<file path="src/rtl/pll_reset_ctrl_pkg.sv">
// ============================================================================
//  pll_reset_ctrl_pkg : shared FSM encoding, default timing and helpers
//  Rev 1.0
// ============================================================================
`default_nettype none

package pll_reset_ctrl_pkg;

   typedef enum logic [1:0] {
      RST_PLL   = 2'd0,
      WAIT_LOCK = 2'd1,
      SETTLE    = 2'd2,
      RUN       = 2'd3
   } state_e;

   localparam int DEF_PLL_RST_CYCLES = 16;
   localparam int DEF_LOCK_TIMEOUT   = 100000;
   localparam int DEF_SETTLE_CYCLES  = 1024;
   localparam int DEF_CNT_W          = 17;

   // Event counters stick at all-ones instead of wrapping.
   function automatic logic [7:0] sat_inc(input logic [7:0] v);
      return (v == 8'hFF) ? v : v + 8'd1;
   endfunction

endpackage

`default_nettype wire

</file>
<file path="src/rtl/pll_reset_ctrl_sync_2ff.sv">
// ============================================================================
//  sync_2ff : generic two-flop synchroniser with synchronous clear
//  Rev 1.0
// ============================================================================
`default_nettype none

module sync_2ff #(
   parameter int WIDTH = 1
) (
   input  logic             clk_i,
   input  logic             rst_i,
   input  logic [WIDTH-1:0] d_i,
   output logic [WIDTH-1:0] q_o
);

   logic [WIDTH-1:0] meta_q;
   logic [WIDTH-1:0] sync_q;

   always_ff @(posedge clk_i) begin
      if (rst_i) begin
         meta_q <= '0;
         sync_q <= '0;
      end else begin
         meta_q <= d_i;
         sync_q <= meta_q;
      end
   end

   assign q_o = sync_q;

endmodule

`default_nettype wire

</file>
<file path="src/rtl/pll_reset_ctrl.sv">
// ============================================================================
//  pll_reset_ctrl : PLL reset / lock sequencer gating the PMA/PCS reset
//  Rev 1.0
// ============================================================================
`default_nettype none

module pll_reset_ctrl
   import pll_reset_ctrl_pkg::*;
#(
   parameter int PLL_RST_CYCLES = DEF_PLL_RST_CYCLES,
   parameter int LOCK_TIMEOUT   = DEF_LOCK_TIMEOUT,
   parameter int SETTLE_CYCLES  = DEF_SETTLE_CYCLES,
   parameter int CNT_W          = DEF_CNT_W
) (
   input  logic       clk_in,
   input  logic       reset,
   input  logic       locked,
   output logic       pll_reset,
   output logic       pma_reset,
   output logic       ready,
   output logic [7:0] retry_count,
   output logic [7:0] loss_count
);

   localparam logic [CNT_W-1:0] C_RST_LAST    = CNT_W'(PLL_RST_CYCLES - 1);
   localparam logic [CNT_W-1:0] C_TMO_LAST    = CNT_W'(LOCK_TIMEOUT - 1);
   localparam logic [CNT_W-1:0] C_SETTLE_LAST = CNT_W'(SETTLE_CYCLES - 1);

   logic             locked_s;
   state_e           state_q, state_d;
   logic [CNT_W-1:0] cnt_q, cnt_d;
   logic [7:0]       retry_q, retry_d;
   logic [7:0]       loss_q, loss_d;
   logic             pll_reset_q, pma_reset_q, ready_q;

   sync_2ff #(
      .WIDTH (1)
   ) u_lock_sync (
      .clk_i (clk_in),
      .rst_i (reset),
      .d_i   (locked),
      .q_o   (locked_s)
   );

   always_comb begin
      state_d = state_q;
      cnt_d   = cnt_q + CNT_W'(1);
      retry_d = retry_q;
      loss_d  = loss_q;
      case (state_q)
         RST_PLL: begin
            if (cnt_q == C_RST_LAST) begin
               state_d = WAIT_LOCK;
               cnt_d   = '0;
            end
         end
         WAIT_LOCK: begin
            // Lock arriving on the timeout cycle takes precedence over a retry.
            if (locked_s) begin
               state_d = SETTLE;
               cnt_d   = '0;
            end else if (cnt_q == C_TMO_LAST) begin
               state_d = RST_PLL;
               cnt_d   = '0;
               retry_d = sat_inc(retry_q);
            end
         end
         SETTLE: begin
            if (!locked_s) begin
               state_d = WAIT_LOCK;
               cnt_d   = '0;
            end else if (cnt_q == C_SETTLE_LAST) begin
               state_d = RUN;
               cnt_d   = '0;
            end
         end
         RUN: begin
            cnt_d = '0;
            if (!locked_s) begin
               state_d = RST_PLL;
               loss_d  = sat_inc(loss_q);
            end
         end
         default: begin
            state_d = RST_PLL;
            cnt_d   = '0;
         end
      endcase
   end

   // Outputs decode the next state so they switch on the same edge as state_q.
   always_ff @(posedge clk_in) begin
      if (reset) begin
         state_q     <= RST_PLL;
         cnt_q       <= '0;
         retry_q     <= 8'd0;
         loss_q      <= 8'd0;
         pll_reset_q <= 1'b1;
         pma_reset_q <= 1'b1;
         ready_q     <= 1'b0;
      end else begin
         state_q     <= state_d;
         cnt_q       <= cnt_d;
         retry_q     <= retry_d;
         loss_q      <= loss_d;
         pll_reset_q <= (state_d == RST_PLL);
         pma_reset_q <= (state_d != RUN);
         ready_q     <= (state_d == RUN);
      end
   end

   assign pll_reset   = pll_reset_q;
   assign pma_reset   = pma_reset_q;
   assign ready       = ready_q;
   assign retry_count = retry_q;
   assign loss_count  = loss_q;

endmodule

`default_nettype wire

</file>
<file path="config.mk">
export PLATFORM = sky130hd
export DESIGN_NAME = pll_reset_ctrl
export DESIGN_NICKNAME = d
export VERILOG_FILES = /design/src/rtl/pll_reset_ctrl_pkg.sv /design/src/rtl/pll_reset_ctrl_sync_2ff.sv /design/src/rtl/pll_reset_ctrl.sv
export SDC_FILE = /design/constraint.sdc
export NUM_CORES = 1
export LEC_CHECK = 0
export BUFFER_PORTS_ARGS = -buffer_cell sky130_fd_sc_hd__buf_2
export CAP_MARGIN = 0
export CORE_ASPECT_RATIO = 1.5
export CORE_MARGIN = 4
export CORE_UTILIZATION = 44
export CTS_BUF_LIST = sky130_fd_sc_hd__clkbuf_8
export DETAILED_ROUTE_END_ITERATION = 6
export GPL_TIMING_DRIVEN = 0
export SLEW_MARGIN = 30
export SYNTH_ARGS = -nofsm -noshare
export SYNTH_HDL_FRONTEND = slang
export SYNTH_SLANG_ARGS = --single-unit
</file>
<file path="constraint.sdc">
create_clock -name clk_in -period 5.2 [get_ports clk_in]
set_input_delay 0.52 -clock clk_in [delete_from_list [all_inputs] [get_ports clk_in]]
set_output_delay 0.52 -clock clk_in [all_outputs]
set_load 0.01 [all_outputs]
</file>
## After elaboration in Yosys (flattened, before gate mapping)

Index checks and enable logic that the tools add are counted.

- Flip-flop bits (word level): 40
- Input bits: 3
- Logic and storage cells: 42

- Add/subtract/negate cells: 3
- Equal/unequal tests: 10
- Muxes and demuxes: 13
- Bitwise logic cells: 3
- Reductions and logical operators: 4

Operator list:

| operator | count |
|---|---|
| 17-bit two-way mux | 5 |
| 17-bit case mux with 4 select lines | 1 |
| 17-bit by 1-bit adder with 17-bit output, second input constant | 1 |
| 17-bit by 10-bit == test with 1-bit output, second input constant | 1 |
| 17-bit == test, second input constant | 1 |
| 17-bit by 4-bit == test with 1-bit output, second input constant | 1 |
| 8-bit by 1-bit adder with 8-bit output, second input constant | 2 |
| 8-bit == test, second input constant | 2 |
| 2-bit two-way mux | 6 |
| 2-bit case mux with 4 select lines | 1 |
| 2-bit == test, second input constant | 3 |
| 2-bit logical NOT | 2 |
| 4-bit AND reduction | 1 |
| 1-bit inverter | 3 |
| 3-bit AND reduction | 1 |
| 2-bit by 1-bit == test with 1-bit output, second input constant | 1 |
| 2-bit != test, second input constant | 1 |

## Longest topological paths before layout

- Depth in word-level cells: 5
- Mapped depth: 9
- Mapped depth without buffers: 6

## Cells and area by module

Synthesis repeated with hierarchy kept, for this count alone.

- Cell total of the unflattened synthesis: 206
- Area total of the unflattened synthesis: 1879.3 µm²

Modules (own cells, without submodules):

| module | instances | cells each | area an instance (µm²) |
|---|---|---|---|
| pll_reset_ctrl | 1 | 202 | 1826.8 |
| sync_2ff | 1 | 4 | 52.6 |

## Worst setup path after synthesis

OpenSTA, ideal clock, no wires.

- Path type: register to register
- Start: register cnt_q[0]
- End: register cnt_q[10]
- Arrival time: 1.622 ns
- Data required time: 5.136 ns
- Slack: 3.515 ns
- Cell stages (with the launch flop): 10
- Buffers on the path: 3
- Clock period less this slack: 1.685 ns
- Cells stage by stage: dfxtp_1 > ha_1 > and4_1 > buf_6 > nand2_1 > nor3_2 > a211o_1 > buf_6 > buf_6 > nor2_1

- Cells in the longest elaborated chain, start to end: 4
- Elaborated cells between the ends (all ways): 10
- Those cells by class: 1 x add/sub; 3 x eq/ne; 6 x mux

Ends and longest elaborated chain:

| element | RTL line | RTL |
|---|---|---|
| start, declared | pll_reset_ctrl.sv:31 | `logic [CNT_W-1:0] cnt_q, cnt_d;` |
| start signal, assigned | pll_reset_ctrl.sv:103 | `cnt_q <= cnt_d;` |
| 17-bit by 1-bit adder with 17-bit output, or another cell as far along | pll_reset_ctrl.sv:47 | `cnt_d = cnt_q + CNT_W'(1);` |
| 17-bit two-way mux (on tied branches) | pll_reset_ctrl.sv:72, pll_reset_ctrl.sv:62 |  |
| 17-bit two-way mux (on tied branches) | pll_reset_ctrl.sv:69, pll_reset_ctrl.sv:59 |  |
| 17-bit case mux with 4 select lines (*) | pll_reset_ctrl.sv:50 | `case (state_q)` |

Every way passes the cells marked *; elsewhere a longest branch is shown, timed or not.
A chain may end at the register's enable or synchronous reset.

## Final worst setup path

- Start: register cnt_q[0]
- End: register cnt_q[13]

Same word-level chain as after synthesis.

==> run summary <==
Total GRT Usage = 0.148
Met3 usage = 0.0453
Root buf cell = clkbuf_8
MaxCap Viol Count = 0
PwrDens = 265 nW/um^2
Die Area = 5470 um^2
Worst r2r src = cnt_q[0]$_SDFF_PP0_
Area growth, synth to finish = 14.4%
Measured slew at the worst slew-check pin = 0.494 ns
Post-synth EDFFs = 0
Initial antenna violation count = 0
Sequential share of the synthesized area = 0.420
Gr ovfl total = 0
First-pass GRT wire length = 6080 um
Die Ht = 88.6 um
Leakage = 0.847 nW
Postcts setup bufs = 0
Worst Setup End Kind = register
Status = finished, final reports clean
Worst rel slew slack = 0.671
Critical Path Start = cnt_q[0]$_SDFF_PP0_
Reg-to-reg slack, setup = 3.34 ns
Synth Register Bits = 40
Top cell type's share of synthesized area = 0.420
Met2 Use GR = 0.256
Post-synth top cells = dfxtp_1, nor2_1, xnor2_1, nand2_1, nand3_1
Syn Nets = 221
Initial Utilization = 0.453
Clk_lat worst skew = 0.29 ns
Cells after synthesis = 215
Clock tree buffer depth = 2
# DRC = 0
Min cycle time layout = 1.86 ns
FF-to-FF End = cnt_q[13]$_SDFF_PP0_
IO buf count = 21
Routed Antenna Nets = 0
CTS tree = done
Drt wl/cell = 12.3 um
Design Area, Final = 2180 um^2
WL final = 3550 um
Cts hold-fix bufs = 0
Count of cell types in the netlist = 38
Final setup viols = 0
IO Count = 22
Max IR drop VDD = 0.216 mV
Type of the worst setup path = register to register
Final nets = 249
Area post-placement = 2070 um^2
Row Count = 29
Mapped Area = 1910 um^2
Largest net degree at the start of global routing = 14
Routed vias = 1522
Post-Layout Cell Count = 290
Post-DP HPWL = 2620 um
Total CTS buffers = 5
Antenna Diode Count = 0
Setup Skew = 0.00613 ns
Die Width = 61.7 um
Ys async rst share = 0
Synth area leaders = dfxtp_1, nor2_1, xnor2_1
Placed Cells = 282
Final core utilization = 0.518
Layout cells sized above 1 = 0.193
Post-CTS Resized = 0
Slew Limit Fails = 0
DR vias/cell = 5.25
Crit path required time = 5.39 ns
H-Tree Depth = 2
CP startpoint kind = register
GR Util met1 = 0.161
Final hold viol count = 0
Arr. time, crit path = 2.05 ns
Reg2reg path depth = 9
Most Crowded Layer GR = met2
Area leader, netlist = dfxtp_1
Final period util = 0.358
Most frequent cell after synthesis = dfxtp_1
Hold path cells = 2
Worst-path clk slew = 0.08 ns
Ys flop type = dfxtp_1
CP max FO = 10
Fmax = 0.537 GHz
Routability congestion estimate = 0.709
Core outline area = 4210 um^2
RSZ-0062 raised after global routing = no
1st-pass router iterations = 4
Avg Cell Area, Syn = 8.86 um^2
Ys Warns = 0
Initial DRC count = 61
Pwr Total = 0.577 mW
Setup crit end = cnt_q[13]$_SDFF_PP0_
Clock sinks = 40
Worst hold-check path type = primary input to register
Vias in the first global route = 1400
Setup TNS = 0 ns
## flip-flops by register name, summed over array words and instances (netlist names)
name	flops
pma_reset	1
cnt_q	17
ready	1
u_lock_sync.meta_q	1
retry_count	8
loss_count	8
state_q	2
u_lock_sync.q_o	1
pll_reset	1
## how the worst min path moves through the flow
| stage | start | slack, ns | to |
|---|---|---|---|
| after floorplan | u_lock_sync.meta_q$_SDFF_PP0_ | 0.41 | u_lock_sync.q_o$_SDFF_PP0_ |
| after global placement | u_lock_sync.meta_q$_SDFF_PP0_ | 0.42 | u_lock_sync.q_o$_SDFF_PP0_ |
| after detailed placement | u_lock_sync.meta_q$_SDFF_PP0_ | 0.43 | u_lock_sync.q_o$_SDFF_PP0_ |
| after CTS | locked | 0.43 | u_lock_sync.meta_q$_SDFF_PP0_ |
| after global routing | locked | 0.43 | u_lock_sync.meta_q$_SDFF_PP0_ |
| final | locked | 0.44 | u_lock_sync.meta_q$_SDFF_PP0_ |
## cells in the final DEF, fill, tap and decap left out, drive strengths merged
master and instances:
clkbuf 7, xnor2 15, a31oi 1, and3 2
and2 1, mux2i 1, nand3b 1, buf 29
nand3 14, nor4 2, nor3b 1, dfxtp 40
or3 1, a21oi 6, inv 7, nor2 37
o211ai 1, and4 3, clkinv 1, o211a 1
a211o 1, nand4 12, nor4b 1, a211oi 1
nor2b 6, mux2 1, nor3 14, nand2 14
xor2 12, and4b 1, clkinvlp 1, o21ai 4
a31o 1, ha 3, bufinv 1
## per-layer routing
layer / vias up / share of wire / wire (um)
met5: - / 0 / 0
met3: 7 / 0.040 / 141
met1: 695 / 0.43 / 1510
met2: 28 / 0.51 / 1830
li1: 792 / - / -
met4: 0 / 0.021 / 76
## critical path, cell delays in order (launching register included)
cell,delay (ns)
dfxtp_1,0.38
ha_1,0.22
and4_1,0.22
buf_6,0.12
nand2_1,0.08
nor3_2,0.26
a211o_1,0.18
buf_6,0.13
buf_6,0.14
nor2_1,0.05
## where the power goes
group / leakage (nW) / total (mW) / switching [mW] / internal, mW
Combinational: 0.470 / 0.0135 / 0.00784 / 0.00569
Sequential: 0.323 / 0.311 / 0.00248 / 0.309
Clock: 0.0541 / 0.252 / 0.110 / 0.142
## final cells by class
cell class | instances | area [um^2]
buffer | 10 | 75.1
tap | 46 | 57.6
multi-input combinational | 158 | 1000
clock inverter | 3 | 42.5
timing repair buffer | 21 | 105
clock buffer | 5 | 68.8
fill | 410 | 2030
sequential | 40 | 801
inverter | 7 | 26.3
## metrics by stage
step	setup slack [ns]	hold WS, ns
floorplan	3.51	0.414
global placement	3.32	0.420
detailed placement	3.32	0.426
CTS	3.30	0.435
global route	3.17	0.430
finish	3.34	0.444
## cell families after synthesis
family / after synthesis / share of synthesized area
adders and majority gates: 3 / 0.0197
AOI/OAI and AO/OA: 16 / 0.0571
muxes: 2 / 0.0112
and+or+nand+nor: 110 / 0.315
buffers and inverters: 17 / 0.0532
xor gates and xnor gates: 27 / 0.124
DFF: 40 / 0.420
Power figures use the tool's default switching activity.
